`config.mk`:
```
export PLATFORM = sky130hd
export DESIGN_NAME = bcd_countdown_999
export DESIGN_NICKNAME = d
export VERILOG_FILES = /design/src/rtl/bcd_pkg.sv /design/src/rtl/bcd_down_digit.sv /design/src/rtl/bcd_countdown_999.sv
export SDC_FILE = /design/constraint.sdc
export NUM_CORES = 1
export LEC_CHECK = 0
export ABC_AREA = 1
export CAP_MARGIN = 15
export CORE_AREA = 4 4 77 79
export DETAILED_ROUTE_END_ITERATION = 7
export DIE_AREA = 0 0 81 83
export PLACE_DENSITY = 0.77
export SLEW_MARGIN = 20
export SYNTH_ARGS = -nofsm -noshare
export SYNTH_HDL_FRONTEND = slang
export SYNTH_SLANG_ARGS = --single-unit
```
`constraint.sdc`:
```
create_clock -name clk -period 2.6 [get_ports clk]
set_input_delay 0.65 -clock clk [delete_from_list [all_inputs] [get_ports clk]]
set_output_delay 0.65 -clock clk [all_outputs]
set_load 0.05 [all_outputs]
```
`src/rtl/bcd_pkg.sv`:
```
// Shared types, segment codes and BCD helpers for the three-digit countdown.
package bcd_pkg;

    localparam int unsigned DigitW = 4;

    typedef enum logic [1:0] {
        StIdle,
        StRun,
        StDone
    } state_e;

    localparam logic [6:0] SegD0    = 7'h7E;
    localparam logic [6:0] SegD1    = 7'h30;
    localparam logic [6:0] SegD2    = 7'h6D;
    localparam logic [6:0] SegD3    = 7'h79;
    localparam logic [6:0] SegD4    = 7'h33;
    localparam logic [6:0] SegD5    = 7'h5B;
    localparam logic [6:0] SegD6    = 7'h5F;
    localparam logic [6:0] SegD7    = 7'h70;
    localparam logic [6:0] SegD8    = 7'h7F;
    localparam logic [6:0] SegD9    = 7'h7B;
    localparam logic [6:0] SegBlank = 7'h00;

    function automatic logic is_bcd(input logic [11:0] v);
        return (v[11:8] <= 4'd9) && (v[7:4] <= 4'd9) && (v[3:0] <= 4'd9);
    endfunction

    function automatic logic [6:0] seg_encode(input logic [DigitW-1:0] d);
        case (d)
            4'd0:    return SegD0;
            4'd1:    return SegD1;
            4'd2:    return SegD2;
            4'd3:    return SegD3;
            4'd4:    return SegD4;
            4'd5:    return SegD5;
            4'd6:    return SegD6;
            4'd7:    return SegD7;
            4'd8:    return SegD8;
            4'd9:    return SegD9;
            default: return SegBlank;
        endcase
    endfunction

endpackage

```
`src/rtl/bcd_down_digit.sv`:
```
// One BCD decade of a down-counter; borrows are chained from units upward.
module bcd_down_digit
    import bcd_pkg::*;
(
    input  logic              clk,
    input  logic              rst,
    input  logic              load_i,
    input  logic [DigitW-1:0] load_val_i,
    input  logic              en_i,
    input  logic              borrow_i,
    output logic [DigitW-1:0] value_o,
    output logic              borrow_o
);

    logic [DigitW-1:0] value_q, value_d;
    logic              dec;

    assign dec      = en_i & borrow_i;
    assign borrow_o = dec && (value_q == '0);
    assign value_o  = value_q;

    always_comb begin
        value_d = value_q;
        if (load_i) begin
            value_d = load_val_i;
        end else if (dec) begin
            value_d = (value_q == '0) ? 4'd9 : value_q - 4'd1;
        end
    end

    always_ff @(posedge clk) begin
        if (!rst) begin
            value_q <= '0;
        end else begin
            value_q <= value_d;
        end
    end

endmodule

```
`src/rtl/bcd_countdown_999.sv`:
```
// Three-digit BCD down-counter with preset, run/pause, terminal pulse and 7-segment outputs.
module bcd_countdown_999
    import bcd_pkg::*;
#(
    parameter bit AUTO_RELOAD = 1'b0
) (
    input  logic        clk,
    input  logic        rst,
    input  logic        load,
    input  logic [11:0] preset,
    input  logic        start,
    input  logic        stop,
    input  logic        tick,
    output logic [11:0] q,
    output logic [6:0]  seg2,
    output logic [6:0]  seg1,
    output logic [6:0]  seg0,
    output logic        zero,
    output logic        done,
    output logic        busy,
    output logic        preset_err
);

    state_e      state_q, state_d;
    logic [11:0] preset_q, preset_d;
    logic        done_q, done_d;
    logic        perr_q, perr_d;

    logic        dig_load;
    logic [11:0] load_val;
    logic        dec_en;
    logic        b_units, b_tens, b_hund;

    always_comb begin
        state_d  = state_q;
        preset_d = preset_q;
        done_d   = 1'b0;
        perr_d   = perr_q;
        dig_load = 1'b0;
        load_val = preset;
        dec_en   = 1'b0;
        if (load) begin
            if (is_bcd(preset)) begin
                dig_load = 1'b1;
                preset_d = preset;
                perr_d   = 1'b0;
                state_d  = StIdle;
            end else begin
                perr_d = 1'b1;
            end
        end else if (stop) begin
            state_d = StIdle;
        end else if (start && state_q == StIdle) begin
            if (q != 12'h000 || (AUTO_RELOAD && preset_q != 12'h000)) begin
                state_d = StRun;
            end
        end else if (tick && state_q == StRun) begin
            if (q == 12'h000) begin
                // Only reachable with auto-reload: the tick after 000 restores the preset.
                if (AUTO_RELOAD) begin
                    dig_load = 1'b1;
                    load_val = preset_q;
                end
            end else begin
                dec_en = 1'b1;
                if (q == 12'h001) begin
                    done_d = 1'b1;
                    if (!AUTO_RELOAD) begin
                        state_d = StDone;
                    end
                end
            end
        end
    end

    always_ff @(posedge clk) begin
        if (!rst) begin
            state_q  <= StIdle;
            preset_q <= 12'h000;
            done_q   <= 1'b0;
            perr_q   <= 1'b0;
        end else begin
            state_q  <= state_d;
            preset_q <= preset_d;
            done_q   <= done_d;
            perr_q   <= perr_d;
        end
    end

    bcd_down_digit u_units (
        .clk        (clk),
        .rst        (rst),
        .load_i     (dig_load),
        .load_val_i (load_val[3:0]),
        .en_i       (dec_en),
        .borrow_i   (1'b1),
        .value_o    (q[3:0]),
        .borrow_o   (b_units)
    );

    bcd_down_digit u_tens (
        .clk        (clk),
        .rst        (rst),
        .load_i     (dig_load),
        .load_val_i (load_val[7:4]),
        .en_i       (dec_en),
        .borrow_i   (b_units),
        .value_o    (q[7:4]),
        .borrow_o   (b_tens)
    );

    bcd_down_digit u_hund (
        .clk        (clk),
        .rst        (rst),
        .load_i     (dig_load),
        .load_val_i (load_val[11:8]),
        .en_i       (dec_en),
        .borrow_i   (b_tens),
        .value_o    (q[11:8]),
        .borrow_o   (b_hund)
    );

    // Count never wraps below 000, so the top borrow is intentionally unused.
    logic unused_borrow;
    assign unused_borrow = b_hund;

    assign seg2       = seg_encode(q[11:8]);
    assign seg1       = seg_encode(q[7:4]);
    assign seg0       = seg_encode(q[3:0]);
    assign zero       = (q == 12'h000);
    assign busy       = (state_q == StRun);
    assign done       = done_q;
    assign preset_err = perr_q;

endmodule

```
Word level (Yosys, flattened, before mapping). Memory sizes are Yosys's and may differ from the RTL's. A register that Yosys moved wholly into a read port is not among the register bits. Cells that the tools add are included.

Bits in read-only memories: 336. Output and inout bits: 37. Word-level logic and storage cells: 75. Memories kept: 3. Input bits: 18. Register bits: 16.

Bitwise operators: 4. Muxes and demuxes: 32. Reductions and logical operators: 19. Add/sub/neg operators: 3. Order comparisons: 3. Equal/unequal tests: 5.

Memory list: (name not given) (words 16, width 7, rd ports 1, clocked after Yosys merged registers in 1, write ports 0, RTL line bcd_pkg.sv:29) `case (d)`; (name not given) (words 16, width 7, rd ports 1, clocked after Yosys merged registers in 1, write ports 0, RTL line bcd_pkg.sv:29); (name not given) (words 16, width 7, rd ports 1, clocked after Yosys merged registers in 1, write ports 0, RTL line bcd_pkg.sv:29).

Operators by type and width (number): 4-bit two-way mux (15); 2-bit two-way mux (8); 12-bit by 1-bit equality test with 1-bit output (second input constant) (1); 4-bit <= comparator (second input constant) (3); 12-bit zero test (1); 4-bit zero test (3); 12-bit nonzero test (1); 4-bit by 1-bit subtractor with 4-bit output (second input constant) (3); 1-bit two-way mux (9); 4-bit by 3-bit inequality test with 1-bit output (second input constant) (2); 4-bit nonzero test (2); 1-bit logical AND (6); 2-bit nonzero test (3); 6-bit OR reduction (1); 5-bit AND reduction (1); 1-bit AND (2); 2-bit by 1-bit equality test with 1-bit output (second input constant) (1); 2-bit zero test (1); 2-bit by 1-bit inequality test with 1-bit output (second input constant) (1); 1-bit NOT (2).

Longest topological paths before layout.
Depth in word-level cells: 14. Mapped depth: 16.

Modules after synthesis. A second synthesis with hierarchy kept.

Cell total of the unflattened synthesis: 247. Area, all modules: 1581.5 µm².

Modules (own cells, without submodules): bcd_countdown_999 (area each 808.3 µm², instances 1, seq. area each 80.1 µm², cells an instance 133); bcd_down_digit (area each 257.7 µm², instances 3, seq. area each 80.1 µm², cells an instance 38).

Least setup slack after synthesis. OpenSTA, ideal clock, no wires.

Path type: register to register. From: register state_q[0]. To: register, netlist name seg1[5]. Data required time: 2485 ps. Data arrival time: 2270 ps. Slack: 215 ps. Path buffers: 0. Cell stages (with the launch flop): 15. Setup time: 115 ps. Cell sequence: dfxtp_1 inv_2 nor2_2 nand2_2 nor2_8 nand3_4 nand2_4 nand2_1 nand3_1 inv_1 ha_1 inv_1 nand4_1 nand2_1 nand2_1.

Word-level cells in the longest chain between the ends: 11. Elaborated cells between the ends (all ways): 13. Those cells by class: eq/ne: 1; mux: 6; bitwise: 1; reduce/logical: 5.

Ends and longest elaborated chain: from (decl) (RTL line bcd_countdown_999.sv:24) `state_e state_q, state_d;`; from (signal assigned) (RTL line bcd_countdown_999.sv:78) `state_q <= StIdle;`; from (signal assigned) (RTL line bcd_countdown_999.sv:83) `state_q <= state_d;`; 2-bit by 1-bit equality test with 1-bit output (*); via busy (RTL line bcd_countdown_999.sv:20) `output logic busy,`; 1-bit logical AND (*) (RTL line bcd_countdown_999.sv:57) `end else if (tick && state_q == StRun) begin`; 1-bit two-way mux (*) (RTL line bcd_countdown_999.sv:57); 1-bit two-way mux (*) (RTL line bcd_countdown_999.sv:53) `end else if (start && state_q == StIdle) begin`; 1-bit two-way mux (*) (RTL line bcd_countdown_999.sv:51) `end else if (stop) begin`; 1-bit two-way mux (*) (RTL line bcd_countdown_999.sv:42) `if (load) begin`; 1-bit logical AND (RTL line bcd_down_digit.sv:19) `assign borrow_o = dec && (value_q == '0);`; 1-bit AND (*) (RTL line bcd_down_digit.sv:18) `assign dec = en_i & borrow_i;`; 2-bit nonzero test (no source line) (*); 4-bit two-way mux (no source line) (*) (2 in a row).

The timed path passes the listed nets; every way through them passes the cells marked *. A chain may end at the register's enable or synchronous reset.

Worst setup path in the final report.
From: input preset[1]. To: register, netlist name seg2[3].

Word-level cells in the longest chain between the ends: 7. Elaborated cells between the ends (all ways): 8. Those cells by class: order compare: 1; mux: 5; reduce/logical: 2.

Ends and longest elaborated chain: from (decl) (RTL line bcd_countdown_999.sv:10) `input logic [11:0] preset,`; 4-bit <= comparator (*) (RTL line bcd_pkg.sv:25) `return (v[11:8] <= 4'd9) && (v[7:4] <= 4'd9) && (v[3:0] <= 4'd9);`; 1-bit logical AND (*) (RTL line bcd_pkg.sv:25); 1-bit two-way mux (*) (RTL line bcd_countdown_999.sv:43) `if (is_bcd(preset)) begin`; 1-bit two-way mux (*) (RTL line bcd_countdown_999.sv:42); 4-bit two-way mux / 2-bit nonzero test (equally long branches); 4-bit two-way mux (no source line) (*) (2 in a row).

Mark *: on every way between the ends. The rest lies on a longest branch, timed or not.

==> out/metrics.sh <==
RUN_STATUS='complete, no violations'
CRITICAL_PATH_BUF_INV_COUNT=4
CP_SLOWEST_CELL='sky130_fd_sc_hd__clkdlybuf4s50_1'
CTS_TREE='done'
INSERTED_CLOCK_BUFFERS=5
GRT_FIRST_PASS_WIRELENGTH_UM=10000
SYNTH_LARGEST_TYPE_AREA_FRACTION=0.289
CRITICAL_PATH.CELL_CHAIN='clkdlybuf4s50_1, nor2_2, nor2_4, nor2_8, buf_4, nand3b_1, nand2_1, nand3_1, nand3_2, inv_1, ha_1, inv_1, nand4_1, nand2_1, nand2_1, nand2_1'
WORST_R2R_PATH_DEPTH=15
ROUTED-VIA-COUNT=2458
CLK_BUF_DEPTH=2
CRITICAL_PATH_ARRIVAL_NS=2.69
CLKSINKCOUNT=37
ROUTED_WIRELENGTH_UM=5950
CLK-INSERTION-DELAY-LATE_NS=0.29
FINALCLOCKSKEW_NS=0.00614
POSTSYNTHAREAPERCELL_UM2=7.41
LAYOUT.CELLS.MOST_COMMON='sky130_fd_sc_hd__nand2_1'
DRCVIOLATIONCOUNT=0
CLK_PIN_SLEW_WORST_PATHS_NS=0.08
HOLD_WC_PATH_TYPE='flip-flop to flip-flop'
FINAL_STAGE_NET_COUNT=478
CP_TOP_FAMILY='simple AND/OR/NAND/NOR gates'
WORST_IR_DROP_VDD_uV=392
LARGEST_NET_DEGREE_AT_THE_START_OF_GLOBAL_ROUTING=27
DP_HPWL_UM=4610
END_KIND='flip-flop'
SETUP_SLACK_NS=0.147
DETAIL-ROUTE-ANTENNA-NETS=0
DIE_AREA_MM2=0.00672
GRT_OVERFLOW=0
HOLD_PATH_STAGES=2
SYNTH_CELLS=346
SWITCHING_SHARE=0.402
NUMBER_OF_UNIQUE_STANDARD_CELL_TYPES_USED_BY_SYNTHESIS=31
FIRST_GLOBAL_VIAS=2376
MULTIINPUTGATEAREA_MM2=0.00162
TIMING.MAX_SLEW.REL_SLACK=0.649
MAXCAPVIOLATIONS=0
CRITICAL_PATH_CELL_COUNT=16
AVERAGE_VIA_COUNT_PER_STANDARD_CELL=4.77
REQUIRED_NS=2.84
SYNTH_SEQ_CELLS=37
HTREEDEPTH=2
POST_SYNTH_INSTANCE_AREA_MM2=0.00256
POWER_FRAC_SEQ=0.339
GRT_UTIL_ALL_LAYERS=0.183
POWER.STATIC_LEAKAGE_uW=0.00190
STARTING_DENSITY=0.480
CRITICAL_PATH.MOST_COMMON_CELL='sky130_fd_sc_hd__nand2_1'
INTERNAL-POWER_uW=1170
FILLERINSTANCES=475
TIMING.SETUP.CRITICAL_PATH_CLASS='input port to flip-flop'
SETUP_TOTAL_NEGATIVE_SLACK_NS=0
IO_PINS=55
CELLPOWERDENSITY_mW_PER_MM2=540
WORSTMARGINPINSLEW_NS=0.525
REPORT.FINAL.SETUP_VIOL=0
FINAL-MAX-SLEW-VIOLATION-COUNT=0
FP-ROW-COUNT=27
SYNTH_TOP_CELL_BY_AREA='sky130_fd_sc_hd__dfxtp_1'
CORE_FOOTPRINT_MM2=0.00534
FF_TO_FF_SETUP_SLACK_NS=0.54
FINAL-SEQ-AREA_UM2=741
SYNTHTOLAYOUTAREAGROWTH_PCT=40.9
PORT-BUFFER-COUNT=54
SYN_NETS=382
DIE_W_UM=81
DETAILEDROUTE.FIRSTPASSITERATIONCOUNT=4
POST_CTS_HOLD_BUFFER_COUNT=0
CLOCK_POWER_SHARE=0.240
SYNTH_AREA_LEADERS='sky130_fd_sc_hd__dfxtp_1, sky130_fd_sc_hd__nand2_1, sky130_fd_sc_hd__ha_1'
WL_PER_CELL_UM=11.6
TIMING_HOLD_VIOLATIONS_FINAL=0
TOTAL_SWITCHING_POWER_uW=783
MAX_CLOCK_FREQ_MHz=408
CP_MAX_FO=4
DETAIL_ROUTE.ITER0.VIOLATIONS=63
SHARE_OF_POST_ROUTE_CELLS_WITH_DRIVE_STRENGTH_ABOVE_1=0.271
DP_SLACK_NS=-0.216
LAYOUT.CELLS.MOST_COMMON_LIST='sky130_fd_sc_hd__nand2_1, sky130_fd_sc_hd__clkdlybuf4s50_1, sky130_fd_sc_hd__inv_1, sky130_fd_sc_hd__buf_4, sky130_fd_sc_hd__dfxtp_1'
COMB_POWER_SHARE=0.421
DIE_H_UM=83
ROUTABILITY_CONGESTION_ESTIMATE=0.872
SEQUENTIAL_CELL_AREA_FRACTION_IN_THE_YOSYS_REPORT=0.289
CRITPATHLAUNCHTYPE='input port'
YS.WARNINGS.COUNT=0
INSERTEDDIODECOUNT=0
CTS-ROOT-BUF='sky130_fd_sc_hd__clkbuf_8'
GRT_ANTENNA_BEFORE_REPAIR=0
CRIT_PATH_MAX_INCR_DELAY_NS=0.43
FINAL.MIN_CLOCK_PERIOD_NS=2.45
FINAL_MIN_PERIOD_OVER_CLOCK_PERIOD=0.943
synth_stat cells:
cell / instances
sky130_fd_sc_hd__nand2_1: 109
sky130_fd_sc_hd__inv_1: 43
sky130_fd_sc_hd__dfxtp_1: 37
sky130_fd_sc_hd__nand3_1: 23
sky130_fd_sc_hd__ha_1: 18
sky130_fd_sc_hd__nand2_2: 13
sky130_fd_sc_hd__nand4_1: 11
sky130_fd_sc_hd__inv_2: 10
sky130_fd_sc_hd__o21ai_0: 10
sky130_fd_sc_hd__nor2_1: 8
sky130_fd_sc_hd__nand2_4: 7
sky130_fd_sc_hd__nor2_2: 7
sky130_fd_sc_hd__nor2_4: 7
sky130_fd_sc_hd__nand3_2: 6
sky130_fd_sc_hd__o21ai_1: 6
sky130_fd_sc_hd__a21oi_1: 5
sky130_fd_sc_hd__nand3_4: 5
sky130_fd_sc_hd__nor2_8: 4
sky130_fd_sc_hd__buf_2: 3
sky130_fd_sc_hd__a21oi_4: 2
sky130_fd_sc_hd__nand3b_1: 2
sky130_fd_sc_hd__a21oi_2: 1
sky130_fd_sc_hd__a31oi_1: 1
sky130_fd_sc_hd__buf_4: 1
sky130_fd_sc_hd__buf_8: 1
sky130_fd_sc_hd__inv_4: 1
sky130_fd_sc_hd__nand2_8: 1
sky130_fd_sc_hd__nand4_2: 1
sky130_fd_sc_hd__nor3_1: 1
sky130_fd_sc_hd__nor3b_1: 1
sky130_fd_sc_hd__o31ai_1: 1
worst paths after layout:
check,end,start
hold / removal,state_q[1],state_q[1]
setup reg to reg,seg2[3],u_hund.value_o[0]
setup / recovery,seg2[3],preset[1]
hold reg to reg,state_q[1],state_q[1]
state kept, by name (all words and copies together), names as in the netlist:
name / flops
state_q: 2
preset_err: 1
seg0: 7
u_tens.value_o: 4
done: 1
u_units.value_o: 4
seg1: 7
seg2: 7
u_hund.value_o: 4
power groups by stage:
stage               Clock [uW]  Combinational [uW]  Sequential, uW
floorplan                    0                 334             885
global placement             0                 792             673
detailed placement           0                 805             675
CTS                        474                 808             662
global route               501                 885             668
finish                     468                 820             661
logic make-up after synthesis:
kind of cell,Yosys count,synth area share
compound gates,26,0.0625
simple gates,206,0.466
fa+ha+maj,18,0.0879
buf+inv,59,0.0947
flops,37,0.289
through the flow:
stage / power, uW / utilization / cells / hold WS, ns / instance area (um^2)
after floorplan: 1220 / - / 346 / 0.453 / 2560
after global placement: 1470 / 0.644 / 503 / 0.466 / 3440
after detailed placement: 1480 / 0.644 / 503 / 0.479 / 3440
after CTS: 1940 / 0.663 / 511 / 0.490 / 3540
after global routing: 2050 / 0.676 / 515 / 0.537 / 3610
final: 1950 / 0.676 / 515 / 0.483 / 3610
layout make-up:
cell class                      instances  share of cell area
Tap cell                               72              0.0250
Clock inverter                          1             0.00243
Timing Repair Buffer                   93               0.236
Clock buffer                            7              0.0267
Multi-Input combinational cell        251               0.448
Inverter                               54              0.0568
Sequential cell                        37               0.205
repair_timing:
action                                  CTS  global route
setup buffers                             0             3
endpoints found under the setup margin    0            11
gates resized for setup                   0            11
worst min-delay path: cells and delay by family (launching register included):
family / cells / cell delay (ns)
compound gates: 1 / 0.05
flops: 1 / 0.33
buf+inv: 1 / 0.05
per-layer routing:
layer / vias up / GRT usage / share of wire
li1: 1276 / - / -
met1: 1105 / 0.216 / 0.44
met2: 61 / 0.320 / 0.48
met3: 16 / 0.0477 / 0.058
met4: 0 / 0.0538 / 0.020
met5: - / 0 / 0
Note: power is estimated with default switching activity, not from simulation.
